File: src/rtl/i2c_pkg.sv
// Shared definitions for the I2C transfer scheduler: i2c_top register map,
// status/control codes, and state encodings.
package i2c_pkg;

  localparam logic [31:0] REG_CR  = 32'h0000_0000;
  localparam logic [31:0] REG_SR  = 32'h0000_0004;
  localparam logic [31:0] REG_TXF = 32'h0000_0008;
  localparam logic [31:0] REG_RXF = 32'h0000_000C;

  localparam int SR_NACK_BIT = 0;
  localparam int SR_BUSY_BIT = 2;

  localparam logic [31:0] CR_EN       = 32'h0000_0001;
  localparam logic [31:0] CR_FLUSH_EN = 32'h0000_0041;

  typedef enum logic [3:0] {
    ST_IDLE,
    ST_CFG,
    ST_TXA,
    ST_TXD,
    ST_RLEN,
    ST_POLL,
    ST_RXD,
    ST_ERR,
    ST_DONE
  } sched_state_e;

  typedef enum logic [1:0] {
    APB_IDLE,
    APB_SETUP,
    APB_ACCESS
  } apb_state_e;

  // TX FIFO word: [9]=stop, [8]=start, [7:0]=byte
  function automatic logic [31:0] tx_word(input logic stop, input logic start, input logic [7:0] b);
    return {22'd0, stop, start, b};
  endfunction

endpackage

File: src/rtl/i2c_apb_mst.sv
// Two-phase APB master: one transfer per start pulse, done pulses for one
// cycle when the slave accepts the access; read data is held until the next read.
module i2c_apb_mst
  import i2c_pkg::*;
(
  input  logic        clk,
  input  logic        rstn,
  input  logic        start_i,
  input  logic        write_i,
  input  logic [31:0] addr_i,
  input  logic [31:0] wdata_i,
  output logic        done_o,
  output logic [31:0] rdata_o,
  output logic        m_sel_o,
  output logic        m_en_o,
  output logic        m_write_o,
  output logic [31:0] m_addr_o,
  output logic [31:0] m_wdata_o,
  input  logic        m_ready_i,
  input  logic [31:0] m_rdata_i
);

  apb_state_e  st_q;
  logic        sel_q;
  logic        en_q;
  logic        write_q;
  logic [31:0] addr_q;
  logic [31:0] wdata_q;
  logic        done_q;
  logic [31:0] rdata_q;

  always_ff @(posedge clk) begin
    if (!rstn) begin
      st_q    <= APB_IDLE;
      sel_q   <= 1'b0;
      en_q    <= 1'b0;
      write_q <= 1'b0;
      addr_q  <= '0;
      wdata_q <= '0;
      done_q  <= 1'b0;
      rdata_q <= '0;
    end else begin
      done_q <= 1'b0;
      unique case (st_q)
        APB_IDLE: begin
          if (start_i) begin
            sel_q   <= 1'b1;
            write_q <= write_i;
            addr_q  <= addr_i;
            wdata_q <= wdata_i;
            st_q    <= APB_SETUP;
          end
        end
        APB_SETUP: begin
          en_q <= 1'b1;
          st_q <= APB_ACCESS;
        end
        APB_ACCESS: begin
          if (m_ready_i) begin
            sel_q  <= 1'b0;
            en_q   <= 1'b0;
            done_q <= 1'b1;
            if (!write_q) rdata_q <= m_rdata_i;
            st_q   <= APB_IDLE;
          end
        end
        default: st_q <= APB_IDLE;
      endcase
    end
  end

  assign done_o    = done_q;
  assign rdata_o   = rdata_q;
  assign m_sel_o   = sel_q;
  assign m_en_o    = en_q;
  assign m_write_o = write_q;
  assign m_addr_o  = addr_q;
  assign m_wdata_o = wdata_q;

endmodule

File: src/rtl/i2c_xfer_sched.sv
// Round-robin I2C transfer scheduler driving i2c_top over APB.
// Optional per-transfer watchdog built in with `define I2C_SCHED_TMO_EN.
module i2c_xfer_sched
  import i2c_pkg::*;
#(
  parameter int NREQ     = 2,
  parameter int POLL_GAP = 4,
  parameter int TMO_CYC  = 65535
) (
  input  logic                 clk,
  input  logic                 rstn,
  input  logic [NREQ-1:0]      req,
  input  logic [NREQ-1:0]      req_rnw,
  input  logic [NREQ*7-1:0]    req_addr,
  input  logic [NREQ*3-1:0]    req_len,
  input  logic [NREQ*32-1:0]   req_wdata,
  output logic [NREQ-1:0]      gnt,
  output logic                 done,
  output logic [2:0]           done_id,
  output logic                 err,
  output logic [31:0]          rdata,
  output logic                 busy,
  output logic                 m_sel,
  output logic                 m_en,
  output logic                 m_write,
  output logic [31:0]          m_addr,
  output logic [31:0]          m_wdata,
  input  logic                 m_ready,
  input  logic [31:0]          m_rdata
);

  localparam logic [7:0] GAP = 8'(POLL_GAP);

  sched_state_e state_q;
  logic [2:0]      rr_q;
  logic [NREQ-1:0] gnt_q;
  logic            busy_q;
  logic            done_q;
  logic [2:0]      done_id_q;
  logic            err_q;
  logic [31:0]     rdata_q;
  logic            err_flag_q;

  logic [2:0]  cur_id_q;
  logic        cur_rnw_q;
  logic [6:0]  cur_addr_q;
  logic [2:0]  cur_len_q;
  logic [31:0] cur_wdata_q;
  logic [1:0]  idx_q;
  logic [7:0]  gap_q;

  logic        pend_q;
  logic        start_q;
  logic        apb_write_q;
  logic [31:0] apb_addr_q;
  logic [31:0] apb_wdata_q;
  logic        apb_done;
  logic [31:0] apb_rdata;

  logic        win_vld_d;
  logic [2:0]  win_id_d;
  logic [2:0]  win_len_d;
  logic [2:0]  rr_d;
  logic        len_bad;
  logic        last_w;
  logic        tmo_w;

  i2c_apb_mst u_apb (
    .clk       (clk),
    .rstn      (rstn),
    .start_i   (start_q),
    .write_i   (apb_write_q),
    .addr_i    (apb_addr_q),
    .wdata_i   (apb_wdata_q),
    .done_o    (apb_done),
    .rdata_o   (apb_rdata),
    .m_sel_o   (m_sel),
    .m_en_o    (m_en),
    .m_write_o (m_write),
    .m_addr_o  (m_addr),
    .m_wdata_o (m_wdata),
    .m_ready_i (m_ready),
    .m_rdata_i (m_rdata)
  );

  // Scanning downward leaves the closest set bit at or after rr_q as winner.
  always_comb begin
    int j;
    j         = 0;
    win_vld_d = 1'b0;
    win_id_d  = '0;
    for (int k = NREQ - 1; k >= 0; k--) begin
      j = int'(rr_q) + k;
      if (j >= NREQ) j = j - NREQ;
      if (req[j]) begin
        win_vld_d = 1'b1;
        win_id_d  = 3'(j);
      end
    end
  end

  assign win_len_d = req_len[int'(win_id_d)*3 +: 3];
  assign rr_d      = (int'(win_id_d) == NREQ - 1) ? 3'd0 : win_id_d + 3'd1;
  assign len_bad   = (win_len_d == 3'd0) || (win_len_d > 3'd4);
  assign last_w    = ({1'b0, idx_q} == (cur_len_q - 3'd1));

`ifdef I2C_SCHED_TMO_EN
  localparam logic [15:0] TMO_LIM = 16'(TMO_CYC);
  logic [15:0] tmo_cnt_q;

  always_ff @(posedge clk) begin
    if (!rstn) begin
      tmo_cnt_q <= '0;
    end else if (state_q == ST_IDLE && win_vld_d) begin
      tmo_cnt_q <= TMO_LIM;
    end else if (busy_q && tmo_cnt_q != '0) begin
      tmo_cnt_q <= tmo_cnt_q - 16'd1;
    end
  end

  assign tmo_w = busy_q && (tmo_cnt_q == '0);
`else
  // Watchdog limit is only consumed when the watchdog is built in.
  localparam logic [15:0] TMO_UNUSED = 16'(TMO_CYC);
  assign tmo_w = 1'b0;
`endif

  task automatic apb_issue(input logic wr, input logic [31:0] a, input logic [31:0] d);
    start_q     <= 1'b1;
    pend_q      <= 1'b1;
    apb_write_q <= wr;
    apb_addr_q  <= a;
    apb_wdata_q <= d;
  endtask

  always_ff @(posedge clk) begin
    if (!rstn) begin
      state_q     <= ST_IDLE;
      rr_q        <= '0;
      gnt_q       <= '0;
      busy_q      <= 1'b0;
      done_q      <= 1'b0;
      done_id_q   <= '0;
      err_q       <= 1'b0;
      rdata_q     <= '0;
      err_flag_q  <= 1'b0;
      cur_id_q    <= '0;
      cur_rnw_q   <= 1'b0;
      cur_addr_q  <= '0;
      cur_len_q   <= '0;
      cur_wdata_q <= '0;
      idx_q       <= '0;
      gap_q       <= '0;
      pend_q      <= 1'b0;
      start_q     <= 1'b0;
      apb_write_q <= 1'b0;
      apb_addr_q  <= '0;
      apb_wdata_q <= '0;
    end else begin
      start_q <= 1'b0;
      done_q  <= 1'b0;
      err_q   <= 1'b0;
      if (gap_q != '0) gap_q <= gap_q - 8'd1;

      // A watchdog hit waits for any APB access in flight before flushing.
      if (tmo_w && !pend_q && state_q != ST_ERR && state_q != ST_DONE) begin
        err_flag_q <= 1'b1;
        state_q    <= ST_ERR;
      end else begin
        unique case (state_q)
          ST_IDLE: begin
            if (win_vld_d) begin
              gnt_q       <= {{(NREQ-1){1'b0}}, 1'b1} << win_id_d;
              busy_q      <= 1'b1;
              rr_q        <= rr_d;
              cur_id_q    <= win_id_d;
              cur_rnw_q   <= req_rnw[win_id_d];
              cur_addr_q  <= req_addr[int'(win_id_d)*7 +: 7];
              cur_len_q   <= win_len_d;
              cur_wdata_q <= req_wdata[int'(win_id_d)*32 +: 32];
              rdata_q     <= '0;
              idx_q       <= '0;
              gap_q       <= '0;
              pend_q      <= 1'b0;
              err_flag_q  <= len_bad;
              state_q     <= len_bad ? ST_DONE : ST_CFG;
            end
          end
          ST_CFG: begin
            if (!pend_q) apb_issue(1'b1, REG_CR, CR_EN);
            else if (apb_done) begin
              pend_q  <= 1'b0;
              state_q <= ST_TXA;
            end
          end
          ST_TXA: begin
            if (!pend_q) apb_issue(1'b1, REG_TXF, tx_word(1'b0, 1'b1, {cur_addr_q, cur_rnw_q}));
            else if (apb_done) begin
              pend_q  <= 1'b0;
              state_q <= cur_rnw_q ? ST_RLEN : ST_TXD;
            end
          end
          ST_TXD: begin
            if (!pend_q) apb_issue(1'b1, REG_TXF, tx_word(last_w, 1'b0, cur_wdata_q[{idx_q, 3'b000} +: 8]));
            else if (apb_done) begin
              pend_q <= 1'b0;
              if (last_w) state_q <= ST_POLL;
              else        idx_q   <= idx_q + 2'd1;
            end
          end
          ST_RLEN: begin
            if (!pend_q) apb_issue(1'b1, REG_TXF, tx_word(1'b1, 1'b0, {5'd0, cur_len_q}));
            else if (apb_done) begin
              pend_q  <= 1'b0;
              state_q <= ST_POLL;
            end
          end
          ST_POLL: begin
            if (!pend_q) begin
              if (gap_q == '0) apb_issue(1'b0, REG_SR, 32'd0);
            end else if (apb_done) begin
              pend_q <= 1'b0;
              if (apb_rdata[SR_NACK_BIT]) begin
                err_flag_q <= 1'b1;
                state_q    <= ST_ERR;
              end else if (!apb_rdata[SR_BUSY_BIT]) begin
                idx_q   <= '0;
                state_q <= cur_rnw_q ? ST_RXD : ST_DONE;
              end else begin
                gap_q <= GAP;
              end
            end
          end
          ST_RXD: begin
            if (!pend_q) apb_issue(1'b0, REG_RXF, 32'd0);
            else if (apb_done) begin
              pend_q <= 1'b0;
              rdata_q[{idx_q, 3'b000} +: 8] <= apb_rdata[7:0];
              if (last_w) state_q <= ST_DONE;
              else        idx_q   <= idx_q + 2'd1;
            end
          end
          ST_ERR: begin
            if (!pend_q) apb_issue(1'b1, REG_CR, CR_FLUSH_EN);
            else if (apb_done) begin
              pend_q  <= 1'b0;
              state_q <= ST_DONE;
            end
          end
          ST_DONE: begin
            done_q    <= 1'b1;
            err_q     <= err_flag_q;
            done_id_q <= cur_id_q;
            gnt_q     <= '0;
            busy_q    <= 1'b0;
            state_q   <= ST_IDLE;
          end
          default: state_q <= ST_IDLE;
        endcase
      end
    end
  end

  // Only status bits and the low data byte are consumed from read data.
  logic unused_rdata_bits;
  assign unused_rdata_bits = ^{apb_rdata[31:8], 1'b0};

  assign gnt     = gnt_q;
  assign done    = done_q;
  assign done_id = done_id_q;
  assign err     = err_q;
  assign rdata   = rdata_q;
  assign busy    = busy_q;

endmodule

File: config.mk
export PLATFORM = sky130hd
export DESIGN_NAME = i2c_xfer_sched
export DESIGN_NICKNAME = d
export VERILOG_FILES = /design/src/rtl/i2c_pkg.sv /design/src/rtl/i2c_apb_mst.sv /design/src/rtl/i2c_xfer_sched.sv
export SDC_FILE = /design/constraint.sdc
export NUM_CORES = 1
export LEC_CHECK = 0
export BUFFER_PORTS_ARGS = -buffer_cell sky130_fd_sc_hd__buf_2
export CAP_MARGIN = 40
export CORE_MARGIN = 5
export CORE_UTILIZATION = 30
export CTS_BUF_LIST = sky130_fd_sc_hd__clkbuf_4
export DETAILED_ROUTE_END_ITERATION = 10
export PLACE_DENSITY = 0.62
export SYNTH_ARGS = -nofsm -noshare
export SYNTH_HDL_FRONTEND = slang
export SYNTH_SLANG_ARGS = --single-unit
File: constraint.sdc
create_clock -name clk -period 2.96 [get_ports clk]
set_clock_uncertainty 0.15 [all_clocks]
set_input_delay 0.592 -clock clk [delete_from_list [all_inputs] [get_ports clk]]
set_output_delay 0.592 -clock clk [all_outputs]
set_load 0.02 [all_outputs]
# [After elaboration in Yosys (flattened, before gate mapping)]
# Cells that the tools add are included.
[op_classes] bitwise=1 n_mux=105 n_lt_le_gt_ge=6 n_reduce_logical=38 mul=2 n_eq_ne=49 n_addsub=8 n_shift=7
[op_table] op="$mux W32" n=17
[op_table] op="$pmux W32 S7" n=1
[op_table] op="$pmux W32 S4" n=1
[op_table] op="$mux W4" n=21
[op_table] op="$lt A32 B3 Y1 const B" n=2
[op_table] op="$pmux W32 S2" n=1
[op_table] op="$shiftx A64 B9 Y32" n=1
[op_table] op="$ne A2 B2 Y1 const B" n=26
[op_table] op="$mux W8" n=6
[op_table] op="$bwmux W32" n=1
[op_table] op="$pmux W4 S8" n=1
[op_table] op="$shift A8 B7 Y32 const A" n=1
[op_table] op="$shiftx A32 B6 Y8" n=1
[op_table] op="$shiftx A8 B7 Y32" n=1
[op_table] op="$mux W1" n=30
[op_table] op="$mux W2" n=11
[op_table] op="$ne A2 B1 Y1 const B" n=10
[op_table] op="$reduce_and A18 Y1" n=1
[op_table] op="$reduce_and A9 Y1" n=2
[op_table] op="$eq A4 B3 Y1 const B" n=4
[op_table] op="$pmux W8 S2" n=1
[op_table] op="$reduce_and A2 Y1" n=8
[op_table] op="$shiftx A14 B7 Y7" n=1
[op_table] op="$mux W3" n=4
[op_table] op="other kinds (47)" n=63
[totals] elab_cells=245 out_inout_bits=107 in_bits=123 reg_bits=249

# [Longest topological paths before layout]
# Gate-level depths: netlist of the first run.
[depth] word_depth=15 ltp_mapped=11 depth_no_buf=9

# [By module]
# From an unflattened synthesis of the first run, not the netlist that was laid out.
[hier_totals] hier_cells=1125 area_unflattened_um2=9665.5
[modules_own_cells] module="i2c_xfer_sched" seq_area_each_um2=2382.3 n_inst=1 cells_each=675 area_each_um2=5926.9
[modules_own_cells] module="i2c_apb_mst" seq_area_each_um2=2042.0 n_inst=1 cells_each=450 area_each_um2=3738.6

# [Worst setup path after synthesis of the first run]
# Ideal clock, no wire load.
[synth_timing] kind="register to register" start="register rr_q[0]" end="register state_q[0]" setup_time_ns=0.134 path_stages_with_launch=12 setup_slack_ns=0.080 arrival_ns=2.596 required_time_ns=2.676 path_buffers=2 synth_period_minus_slack_ns=2.880 path_cell_list="dfxtp_1 > inv_2 > clkbuf_1 > ha_1 > ha_1 > a21bo_1 > a211oi_2 > o21ai_1 > a32oi_4 > nand2b_4 > buf_4 > o22ai_1"
[synth_between] elab_chain_cells=15 word_cells_on_any_way=27 classes_between="3 x add/sub; 1 x mul; 3 x order compare; 1 x eq/ne; 1 x shift; 15 x mux; 3 x reduce/logical"
[synth_rtl] item="start: declaration" line="i2c_xfer_sched.sv:35" source="logic [2:0] rr_q;"
[synth_rtl] item="start signal: assignment" line="i2c_xfer_sched.sv:175" source="rr_q <= rr_d;"
[synth_rtl] item="$add A3 B1 Y4" line="i2c_xfer_sched.sv:93" source="j = int'(rr_q) + k;"
[synth_rtl] item="$sub A4 B2 Y5 or $ge A4 B2 Y1 (tied branches)" line="i2c_xfer_sched.sv:94" source="if (j >= NREQ) j = j - NREQ;"
[synth_rtl] item="$mux W32" line="i2c_xfer_sched.sv:94"
[synth_rtl] item="$mux W1 (implied by the code) (3 in a row)" line="i2c_xfer_sched.sv:95" source="if (req[j]) begin"
[synth_rtl] item="$mux W3 (2 in a row)" line="i2c_xfer_sched.sv:95"
[synth_rtl] item="$mul A3 B2 Y5" line="i2c_xfer_sched.sv:102" source="assign win_len_d = req_len[int'(win_id_d)*3 +: 3];"
[synth_rtl] item="$shiftx A6 B6 Y3" line="i2c_xfer_sched.sv:102"
[synth_rtl] item="$gt A3 B3 Y1 or $logic_not A3 Y1 (tied branches)" line="i2c_xfer_sched.sv:104" source="assign len_bad = (win_len_d == 3'd0) || (win_len_d > 3'd4);"
[synth_rtl] item="$logic_or A1 B1 Y1" line="i2c_xfer_sched.sv:104"
[synth_rtl] item="$mux W4" line="i2c_xfer_sched.sv:186" source="state_q <= len_bad ? ST_DONE : ST_CFG;"
[synth_rtl] item="$mux W4" line="i2c_xfer_sched.sv:172" source="if (win_vld_d) begin"
[synth_rtl] item="$pmux W4 S8" line="i2c_xfer_sched.sv:170" source="unique case (state_q)"
[synth_rtl] item="end signal: assignment" line="i2c_xfer_sched.sv:186"
[synth_rtl] item="end signal: assignment" line="i2c_xfer_sched.sv:200" source="state_q <= cur_rnw_q ? ST_RLEN : ST_TXD;"
[synth_rtl] item="end signal: assignment" line="i2c_xfer_sched.sv:228" source="state_q <= cur_rnw_q ? ST_RXD : ST_DONE;"
[synth_rtl] item="end: declaration" line="i2c_xfer_sched.sv:34" source="sched_state_e state_q;"
# Parallel ways exist; a longest one is shown, timed or not. The select of a mux whose other input is x is not followed.
# A chain may end at the register's enable or synchronous reset.

# [Worst setup path after layout of the first run]
[layout_timing] start="register rr_q[0]" end="register cur_wdata_q[2]"
[layout_between] elab_chain_cells=9 word_cells_on_any_way=19 classes_between="3 x add/sub; 2 x order compare; 1 x shift; 12 x mux; 1 x reduce/logical"
[layout_rtl] item="$add A3 B1 Y4" line="i2c_xfer_sched.sv:93"
[layout_rtl] item="$sub A4 B2 Y5 or $ge A4 B2 Y1 (tied branches)" line="i2c_xfer_sched.sv:94"
[layout_rtl] item="$mux W32" line="i2c_xfer_sched.sv:94"
[layout_rtl] item="$mux W1 (implied by the code) (3 in a row)" line="i2c_xfer_sched.sv:95"
[layout_rtl] item="$mux W3 or $mux W1 (tied branches) (2 in a row)" line="i2c_xfer_sched.sv:95"
[layout_rtl] item="$shiftx A64 B9 Y32 or $reduce_and A2 Y1 (tied branches)"
[layout_rtl] item="end signal: assignment" line="i2c_xfer_sched.sv:180" source="cur_wdata_q <= req_wdata[int'(win_id_d)*32 +: 32];"
[layout_rtl] item="end: declaration" line="i2c_xfer_sched.sv:48" source="logic [31:0] cur_wdata_q;"
# Parallel ways exist; a longest one is shown, timed or not. The select of a mux whose other input is x is not followed.

==> results of run 1 <==
==> worst max-delay path, stage by stage (launching register included) <==
cell	delay [ns]
dfxtp_1	0.43
inv_2	0.05
ha_1	0.31
ha_1	0.20
a21bo_1	0.24
o21ba_2	0.22
nor4_1	0.07
o21a_1	0.22
buf_12	0.17
a221oi_1	0.46
o21ai_1	0.11
==> logic make-up (layout without fill, tap and decap cells) <==
logic type      after synthesis  after routing  synth area share
simple gates                327            327             0.209
fa+ha+maj                    13             13            0.0217
other cells                   1             52          0.000501
buf+inv                     128            238            0.0962
compound gates              245            245             0.224
flops                       145            145             0.388
xor+xnor                     12             12            0.0141
mux                          24             24            0.0455
==> worst max path at each step <==
| stage | startpoint | end | slack (ns) | cells past startpoint |
|---|---|---|---|---|
| after CTS | rr_q[1]$_SDFFE_PN0P_ | rr_q[1]$_SDFFE_PN0P_ | 0.1 | 10 |
| after global placement | rr_q[1]$_SDFFE_PN0P_ | rr_q[1]$_SDFFE_PN0P_ | 0.20 | 10 |
| after global routing | rr_q[0]$_SDFFE_PN0P_ | cur_wdata_q[26]$_SDFFE_PN0P_ | 0.02 | 10 |
| after detailed placement | rr_q[1]$_SDFFE_PN0P_ | rr_q[1]$_SDFFE_PN0P_ | 0.13 | 10 |
| after floorplan | rr_q[0]$_SDFFE_PN0P_ | state_q[0]$_SDFFE_PN0P_ | 0.08 | 11 |
| final | rr_q[0]$_SDFFE_PN0P_ | cur_wdata_q[2]$_SDFFE_PN0P_ | 0.22 | 10 |
==> metrics by stage <==
| stage | instances | hold WS [ns] | instance area, um^2 |
|---|---|---|---|
| after floorplan | 946 | 0.276 | 7670 |
| after global placement | 1347 | 0.287 | 8510 |
| after detailed placement | 1348 | 0.291 | 8520 |
| after CTS | 1380 | 0.0683 | 8830 |
| after global routing | 1380 | 0.0968 | 8830 |
| final | 1380 | 0.131 | 8830 |
==> flip-flops by register name (all words and copies together) (netlist names), 3 cells and up <==
name	flops
gap_q	8
state_q	4
u_apb.m_wdata_o	10
cur_wdata_q	32
u_apb.rdata_o	8
cur_len_q	3
rr_q	3
rdata	32
cur_addr_q	7
apb_wdata_q	10
done_id	3
cur_id_q	3
==> power by group <==
part | internal [uW] | switching [uW]
Sequential | 2350 | 308
Clock | 479 | 857
Combinational | 1430 | 1980
==> per-layer routing <==
layer  wire (um)  track usage  up-vias  share of wire
met5          13            0        -        0.00064
met3        1590       0.0385       16          0.078
met4         160       0.0279        2         0.0079
met1        9130        0.195     3091           0.45
li1            -            -     3389              -
met2        9450        0.220      232           0.46
==> cell type report <==
| cell class | count | area [um^2] | area share |
|---|---|---|---|
| clock buffer | 17 | 128 | 0.0144 |
| clock inverter | 15 | 179 | 0.0203 |
| inverter | 19 | 71.3 | 0.00807 |
| multi-input combinational | 673 | 4060 | 0.460 |
| sequential | 145 | 2900 | 0.329 |
| tap | 324 | 405 | 0.0459 |
| timing repair buffer | 187 | 1080 | 0.123 |
==> cells in the final DEF (no fill, tap or decap), types with 3 or more instances in the layout <==
| cell type | instances |
|---|---|
| xnor2_1 | 4 |
| inv_8 | 8 |
| nor3_1 | 10 |
| o21ai_0 | 15 |
| nand2b_1 | 5 |
| nand2_1 | 124 |
| a21oi_1 | 58 |
| inv_1 | 17 |
| a221oi_1 | 40 |
| nand3_1 | 27 |
| or3_1 | 6 |
| dfxtp_1 | 144 |
| clkbuf_4 | 17 |
| mux4_2 | 8 |
| a211oi_1 | 9 |
| o211a_1 | 3 |
| conb_1 | 52 |
| buf_12 | 5 |
| nor2b_1 | 10 |
| mux2i_1 | 16 |
| inv_6 | 4 |
| a311oi_1 | 3 |
| o21ai_1 | 44 |
| ha_1 | 13 |
| a31oi_1 | 4 |
| buf_4 | 29 |
| a211o_1 | 3 |
| xor2_1 | 8 |
| nand3b_1 | 4 |
| o21a_1 | 3 |
| buf_2 | 153 |
| a22oi_1 | 24 |
| and2_1 | 43 |
| a21o_1 | 6 |
| a32oi_1 | 4 |
| nor2_1 | 79 |
==> results.sh, run 1 <==
export IMPL_dp_slack_ns=0.127
export IMPL_viasPerCell=4.88
export IMPL_drt_iter0_markers=498
export IMPL_drtAntennaViolNets=0
export IMPL_fp_dieW_um=168
export IMPL_dieArea_mm2=0.0282
export IMPL_hp_start="req_rnw[0]"
export IMPL_crit_fanout=41
export IMPL_first_pass_iters=7
export IMPL_dpl_hpwl_mm=15.5
export IMPL_areaGrowthSynthToFinish_pct=18.1
export IMPL_routed_wl_mm=20.3
export IMPL_synth_edf_count=0
export IMPL_grt_setup_unrepaired="false"
export IMPL_place_port_buffers=153
export IMPL_reg2regPathDepth=10
export IMPL_grt_pass1_vias=6255
export IMPL_r2r_start="rr_q[0]$_SDFFE_PN0P_"
export IMPL_floorplan_initialDensity=0.306
export IMPL_yosysWarnings=0
export IMPL_drv_cap=0
export IMPL_min_delay_path_class="in2reg"
export IMPL_yosysMostFrequentCell="dfxtp_1"
export IMPL_synthCells=895
export IMPL_worst_slew_pin_slew_ns=0.692
export IMPL_dieHeight_um=168
export IMPL_core_area_mm2=0.0245
export IMPL_postLayoutSetupSlackWorst_ns=0.215
export IMPL_antenna_found_initial=1
export IMPL_cellPowerDensity_mw_per_mm2=838
export IMPL_vias=6730
export IMPL_rows=57
export IMPL_h_tree_depth=4
export IMPL_slew_violations=0
export IMPL_cts_inserted_buffers=17
export IMPL_grt_use_total=0.140
export IMPL_whs_path_depth=3
export IMPL_cts_setup_buffers=0
export IMPL_cts_root_buf="clkbuf_4"
export IMPL_synthFlopType="dfxtp_1"
export IMPL_syn_area_mm2=0.00748
export IMPL_status="complete, no violations"
export IMPL_overflow=0
export IMPL_final_util=0.361
export IMPL_whs_endpoint="cur_rnw_q$_SDFFE_PN0P_"
export IMPL_ys_ff_latch=145
export IMPL_max_slew_margin=0.535
export IMPL_clock_sinks=145
export IMPL_setup_violations=0
export IMPL_yosysUniqueCellTypes=70
export IMPL_total_power_uw=7410
export IMPL_yosysTopAreaCell="dfxtp_1"
export IMPL_fin_crit_sh=0.927
export IMPL_synth_seq_area_share=0.388
export IMPL_drc=0
export IMPL_required_ns=3.26
export IMPL_min_period_ns=2.74
export IMPL_fillers=2585
export IMPL_antenna_cells=0
export IMPL_r2r_end="cur_wdata_q[2]$_SDFFE_PN0P_"
export IMPL_nets=1179
export IMPL_cts_resized=0
export IMPL_p_leak_uw=0.00361
export IMPL_final_hold_viol_count=0
export IMPL_fmax_ghz=0.364
export IMPL_gp_congestion=0.856
export IMPL_setup_tns_ns=0
export IMPL_grt_pass1_wl_mm=32.8
export IMPL_insertion_delay_ns=0.55
export IMPL_rrSetupSlack_ns=0.22
export IMPL_grt_max_degree=77
export IMPL_ioPinCount=230
export IMPL_cts_hold_buf=0
export IMPL_clockBufferDepth=2
export IMPL_start_kind="flip-flop"
export IMPL_layout_drive_gt1_share=0.231
export IMPL_ir_worst_vdd_mv=0.332
export IMPL_postSynthAreaPerCell_um2=8.36
export IMPL_endpoint_kind="flip-flop"
export IMPL_synthArstFlopShare=0
export IMPL_synth_area_top_cells="dfxtp_1 (39%), nand2_1 (6.2%), buf_4 (5.6%), a221oi_1 (4.7%), nor2_1 (4.1%)"
export IMPL_synth_top_area_share=0.388
export IMPL_cts_tree="built"
export IMPL_clkSlewWorstSetupHoldPaths_ns=0.15
export IMPL_critPathKind="reg2reg"
export IMPL_synth_common_cells="dfxtp_1 (145), nand2_1 (124), nor2_1 (81)"
export IMPL_wl_per_cell_um=14.7
export IMPL_crit_arrival_ns=3.05
No activity file was read; power rests on OpenSTA's default activity.
==> run 2, diff against run 1 <==
--- a/config.mk
+++ b/config.mk
@@ -8,10 +8,10 @@
 export BUFFER_PORTS_ARGS = -buffer_cell sky130_fd_sc_hd__buf_2
 export CAP_MARGIN = 40
 export CORE_MARGIN = 5
-export CORE_UTILIZATION = 30
+export CORE_UTILIZATION = 42
 export CTS_BUF_LIST = sky130_fd_sc_hd__clkbuf_4
 export DETAILED_ROUTE_END_ITERATION = 10
-export PLACE_DENSITY = 0.62
+export PLACE_DENSITY = 0.79
 export SYNTH_ARGS = -nofsm -noshare
 export SYNTH_HDL_FRONTEND = slang
 export SYNTH_SLANG_ARGS = --single-unit
==> results.sh, run 2 (synthesized netlist as in run 1, its figures left out) <==
export IMPL_wl_per_cell_um=15.1
export IMPL_crit_fanout=5
export IMPL_routed_wl_mm=19.3
export IMPL_drc=0
export IMPL_endpoint_kind="flip-flop"
export IMPL_fp_dieW_um=143
export IMPL_drt_iter0_markers=399
export IMPL_layout_cells_most_common="buf_2"
export IMPL_setup_tns_ns=0
export IMPL_worst_slew_pin_slew_ns=0.831
export IMPL_dpl_hpwl_mm=14.4
export IMPL_register_area_mm2=0.00290
export IMPL_layout_drive_gt1_share=0.228
export IMPL_critPathKind="reg2reg"
export IMPL_grt_max_degree=73
export IMPL_ir_worst_vdd_mv=0.418
export IMPL_cts_inserted_buffers=17
export IMPL_vias=6763
export IMPL_ioPinCount=230
export IMPL_drv_cap=0
export IMPL_clockBufferDepth=2
export IMPL_required_ns=3.21
export IMPL_slew_violations=0
export IMPL_cellPowerDensity_mw_per_mm2=855
export IMPL_first_pass_iters=5
export IMPL_reg2regPathDepth=10
export IMPL_core_area_mm2=0.0174
export IMPL_cts_hold_buf=0
export IMPL_cts_setup_buffers=0
export IMPL_gp_congestion=0.863
export IMPL_areaGrowthSynthToFinish_pct=16.6
export IMPL_viasPerCell=5.30
export IMPL_setup_violations=0
export IMPL_fillers=1710
export IMPL_insertion_delay_ns=0.53
export IMPL_fmax_ghz=0.359
export IMPL_fin_crit_sh=0.940
export IMPL_h_tree_depth=4
export IMPL_min_delay_path_class="in2reg"
export IMPL_cts_tree="built"
export IMPL_floorplan_initialDensity=0.431
export IMPL_p_leak_uw=0.00358
export IMPL_place_port_buffers=153
export IMPL_grt_setup_unrepaired="false"
export IMPL_total_power_uw=7460
export IMPL_multi_input_area_mm2=0.00409
export IMPL_nets=1173
export IMPL_final_hold_viol_count=0
export IMPL_overflow=0
export IMPL_start_kind="flip-flop"
export IMPL_max_slew_margin=0.445
export IMPL_dieHeight_um=143
export IMPL_antenna_cells=0
export IMPL_crit_arrival_ns=3.04
export IMPL_final_cell_mix="buf_2 (153), dfxtp_1 (144), nand2_1 (124)"
export IMPL_status="complete, no violations"
export IMPL_grt_pass1_vias=6215
export IMPL_grt_use_total=0.181
export IMPL_clkSlewWorstSetupHoldPaths_ns=0.14
export IMPL_antenna_found_initial=0
export IMPL_drtAntennaViolNets=0
export IMPL_dieArea_mm2=0.0206
export IMPL_cts_root_buf="clkbuf_4"
export IMPL_min_period_ns=2.78
export IMPL_clock_sinks=145
export IMPL_rows=48
export IMPL_grt_pass1_wl_mm=30.4
export IMPL_whs_path_depth=3
## run 2: changes by cell type in the layout (fill, tap and decap cells not counted), sizes merged
cell,previous run,this run
a32oi,5,6
buf,187,180
bufinv,1,4
clkbuf,17,18
clkinv,1,3
clkinvlp,1,3
inv,31,23
## run 2: worst max-delay path: stages (launching register included)
cell and delay [ns]:
dfxtp_1 0.42, inv_2 0.06, ha_1 0.35, ha_1 0.21, a21bo_1 0.24, nor2_1 0.08, buf_4 0.15, nor2_1 0.19
a21oi_1 0.15, a2111oi_2 0.51, o32ai_1 0.16
## run 2: layout make-up
class	count	area share
clock inverters	14	0.0234
flip-flops and latches	145	0.333
repair buffers	180	0.118
multi-input cells	674	0.469
clock buffers	18	0.0155
well taps	225	0.0323
inverters	19	0.00818
## run 2: repair_timing
action / CTS / global route
endpoints found under the setup margin: 0 / 45
resized for setup: 0 / 4
endpoints found under the hold margin: 0 / 0
## run 2: worst paths after layout
path	from	slack [ns]	endpoint
worst max-delay path	rr_q[0]$_SDFFE_PN0P_	0.18	state_q[3]$_SDFFE_PN0P_
worst min-delay path	m_rdata[0]	0.13	u_apb.rdata_o[0]$_SDFFE_PN0P_
worst max register to register	rr_q[0]$_SDFFE_PN0P_	0.18	state_q[3]$_SDFFE_PN0P_
worst min register to register	cur_addr_q[6]$_SDFFE_PN0P_	0.31	cur_addr_q[6]$_SDFFE_PN0P_
## run 2: metrics by stage
step	hold slack (ns)	cells	util	instance area (um^2)	setup slack (ns)
5_1_grt	0.0948	1275	0.502	8720	0.00225
6_report	0.133	1275	0.502	8720	0.177
3_5_place_dp	0.291	1242	0.481	8350	0.0902
4_1_cts	0.0758	1274	0.500	8680	0.0462
3_3_place_gp	0.281	1242	0.481	8350	0.232
2_1_floorplan	0.276	946	-	7670	0.0798
## run 2: where the power goes
part           switching [uW]  internal (uW)
Sequential                291           2350
Clock                     765            695
Combinational            1990           1370
Total                    3040           4410
## run 2: routing by layer
layer	part of all wire	global-route usage
met5	0	0
met4	0.022	0.0634
met3	0.083	0.0469
met2	0.47	0.297
met1	0.43	0.233
==> run 3, diff against run 2 <==
--- a/config.mk
+++ b/config.mk
@@ -11,7 +11,7 @@
 export CORE_UTILIZATION = 42
 export CTS_BUF_LIST = sky130_fd_sc_hd__clkbuf_4
 export DETAILED_ROUTE_END_ITERATION = 10
-export PLACE_DENSITY = 0.79
+export PLACE_DENSITY = 0.76
 export SYNTH_ARGS = -nofsm -noshare
 export SYNTH_HDL_FRONTEND = slang
 export SYNTH_SLANG_ARGS = --single-unit
==> constraint.sdc (replaced) <==
create_clock -name clk -period 3 [get_ports clk]
set_clock_uncertainty 0.15 [all_clocks]
set_input_delay 0.6 -clock clk [delete_from_list [all_inputs] [get_ports clk]]
set_output_delay 0.6 -clock clk [all_outputs]
set_load 0.02 [all_outputs]
==> results.sh, run 3 (synthesized netlist as in run 1, its figures left out) <==
export IMPL_max_slew_margin=0.462
export IMPL_dpl_hpwl_mm=14.4
export IMPL_nets=1177
export IMPL_setup_tns_ns=0
export IMPL_first_pass_iters=5
export IMPL_dpl_cell_area_mm2=0.00834
export IMPL_ioPinCount=230
export IMPL_antenna_found_initial=1
export IMPL_rows=48
export IMPL_vias=6709
export IMPL_hp_start="m_rdata[5]"
export IMPL_crit_arrival_ns=3.06
export IMPL_fmax_ghz=0.362
export IMPL_setup_violations=0
export IMPL_ir_worst_vdd_mv=0.533
export IMPL_drt_iter0_markers=421
export IMPL_clock_sinks=145
export IMPL_grt_pass1_wl_mm=30.1
export IMPL_grt_pass1_vias=6306
export IMPL_whs_endpoint="u_apb.rdata_o[5]$_SDFFE_PN0P_"
export IMPL_cts_hold_buf=0
export IMPL_grt_setup_unrepaired="false"
export IMPL_grt_use_total=0.180
export IMPL_r2r_end="cur_wdata_q[14]$_SDFFE_PN0P_"
export IMPL_drtAntennaViolNets=0
export IMPL_floorplan_initialDensity=0.431
export IMPL_dieArea_mm2=0.0206
export IMPL_multi_input_area_mm2=0.00406
export IMPL_cellPowerDensity_mw_per_mm2=830
export IMPL_drc=0
export IMPL_cts_root_buf="clkbuf_4"
export IMPL_core_area_mm2=0.0174
export IMPL_insertion_delay_ns=0.55
export IMPL_rrSetupSlack_ns=0.24
export IMPL_postLayoutCellArea_mm2=0.00865
export IMPL_clockBufferDepth=2
export IMPL_worst_slew_pin_slew_ns=0.805
export IMPL_h_tree_depth=4
export IMPL_final_hold_viol_count=0
export IMPL_final_cell_mix="buf_2 (153), dfxtp_1 (144), nand2_1 (124)"
export IMPL_viasPerCell=5.24
export IMPL_fp_dieW_um=143
export IMPL_crit_fanout=34
export IMPL_register_area_mm2=0.00290
export IMPL_place_port_buffers=153
export IMPL_layout_cells_most_common="buf_2"
export IMPL_overflow=0
export IMPL_status="complete, no violations"
export IMPL_r2r_start="rr_q[0]$_SDFFE_PN0P_"
export IMPL_cts_tree="built"
export IMPL_layout_drive_gt1_share=0.228
export IMPL_slew_violations=0
export IMPL_dieHeight_um=143
export IMPL_critPathKind="reg2reg"
export IMPL_areaGrowthSynthToFinish_pct=15.7
export IMPL_fillers=1716
export IMPL_drv_cap=0
export IMPL_grt_max_degree=50
export IMPL_required_ns=3.30
export IMPL_min_period_ns=2.76
export IMPL_whs_path_depth=3
export IMPL_min_delay_path_class="in2reg"
export IMPL_p_leak_uw=0.00358
export IMPL_endpoint_kind="flip-flop"
export IMPL_clkSlewWorstSetupHoldPaths_ns=0.13
export IMPL_cts_inserted_buffers=17
export IMPL_reg2regPathDepth=10
export IMPL_fin_crit_sh=0.921
export IMPL_wl_per_cell_um=15.0
export IMPL_gp_congestion=0.882
export IMPL_routed_wl_mm=19.1
export IMPL_start_kind="flip-flop"
run 3: final cells by class:
cell class	instances	share of cell area
Multi-Input combinational cell	673	0.469
Timing Repair Buffer	185	0.121
Clock buffer	18	0.0156
Clock inverter	14	0.0178
Antenna cell	1	0.000289
Sequential cell	145	0.336
Tap cell	225	0.0325
Inverter	19	0.00824
run 3: layer usage:
metal	global-route usage	up-vias	wire length (um)
li1	-	3380	-
met1	0.232	3069	8320
met2	0.300	234	9170
met3	0.0446	26	1340
met4	0.0545	0	319
met5	0	-	0
run 3: timing repair:
action,CTS,global route
setup buffers,0,3
endpoints found under the setup margin,0,41
resized for setup,0,2
hold endpoints to repair,0,0
run 3: worst max path at each step:
stage | from | to | slack (ns)
3_5_place_dp | rr_q[1]$_SDFFE_PN0P_ | cur_addr_q[0]$_SDFFE_PN0P_ | 0.15
3_3_place_gp | rr_q[1]$_SDFFE_PN0P_ | cur_addr_q[3]$_SDFFE_PN0P_ | 0.23
5_1_grt | rr_q[0]$_SDFFE_PN0P_ | cur_len_q[0]$_SDFFE_PN0P_ | 0.05
6_report | rr_q[0]$_SDFFE_PN0P_ | cur_wdata_q[14]$_SDFFE_PN0P_ | 0.24
4_1_cts | rr_q[1]$_SDFFE_PN0P_ | cur_addr_q[0]$_SDFFE_PN0P_ | 0.13
2_1_floorplan | rr_q[0]$_SDFFE_PN0P_ | state_q[0]$_SDFFE_PN0P_ | 0.12
run 3: critical path: stages, from the launching register on:
cell	delay [ns]
dfxtp_1	0.44
inv_2	0.06
ha_1	0.31
ha_1	0.20
a21bo_1	0.23
o21ba_2	0.20
nor4_1	0.06
o21a_2	0.29
buf_12	0.19
a221oi_1	0.43
o21ai_1	0.10
run 3: metrics by stage:
step / worst slack [ns] / hold WS (ns) / std cells / util / power, uW
final: 0.236 / 0.135 / 1280 / 0.498 / 7180
after global routing: 0.0520 / 0.0919 / 1280 / 0.498 / 7730
after CTS: 0.126 / 0.0947 / 1276 / 0.497 / 7170
after detailed placement: 0.151 / 0.291 / 1244 / 0.480 / 5910
after global placement: 0.228 / 0.285 / 1244 / 0.480 / 5840
after floorplan: 0.120 / 0.276 / 946 / - / 5060
run 3: report_power, final:
| group | total (uW) | internal, uW | switching [uW] |
|---|---|---|---|
| registers | 2620 | 2320 | 293 |
| logic | 3300 | 1370 | 1930 |
| clock network | 1260 | 518 | 745 |
| total | 7180 | 4210 | 2970 |
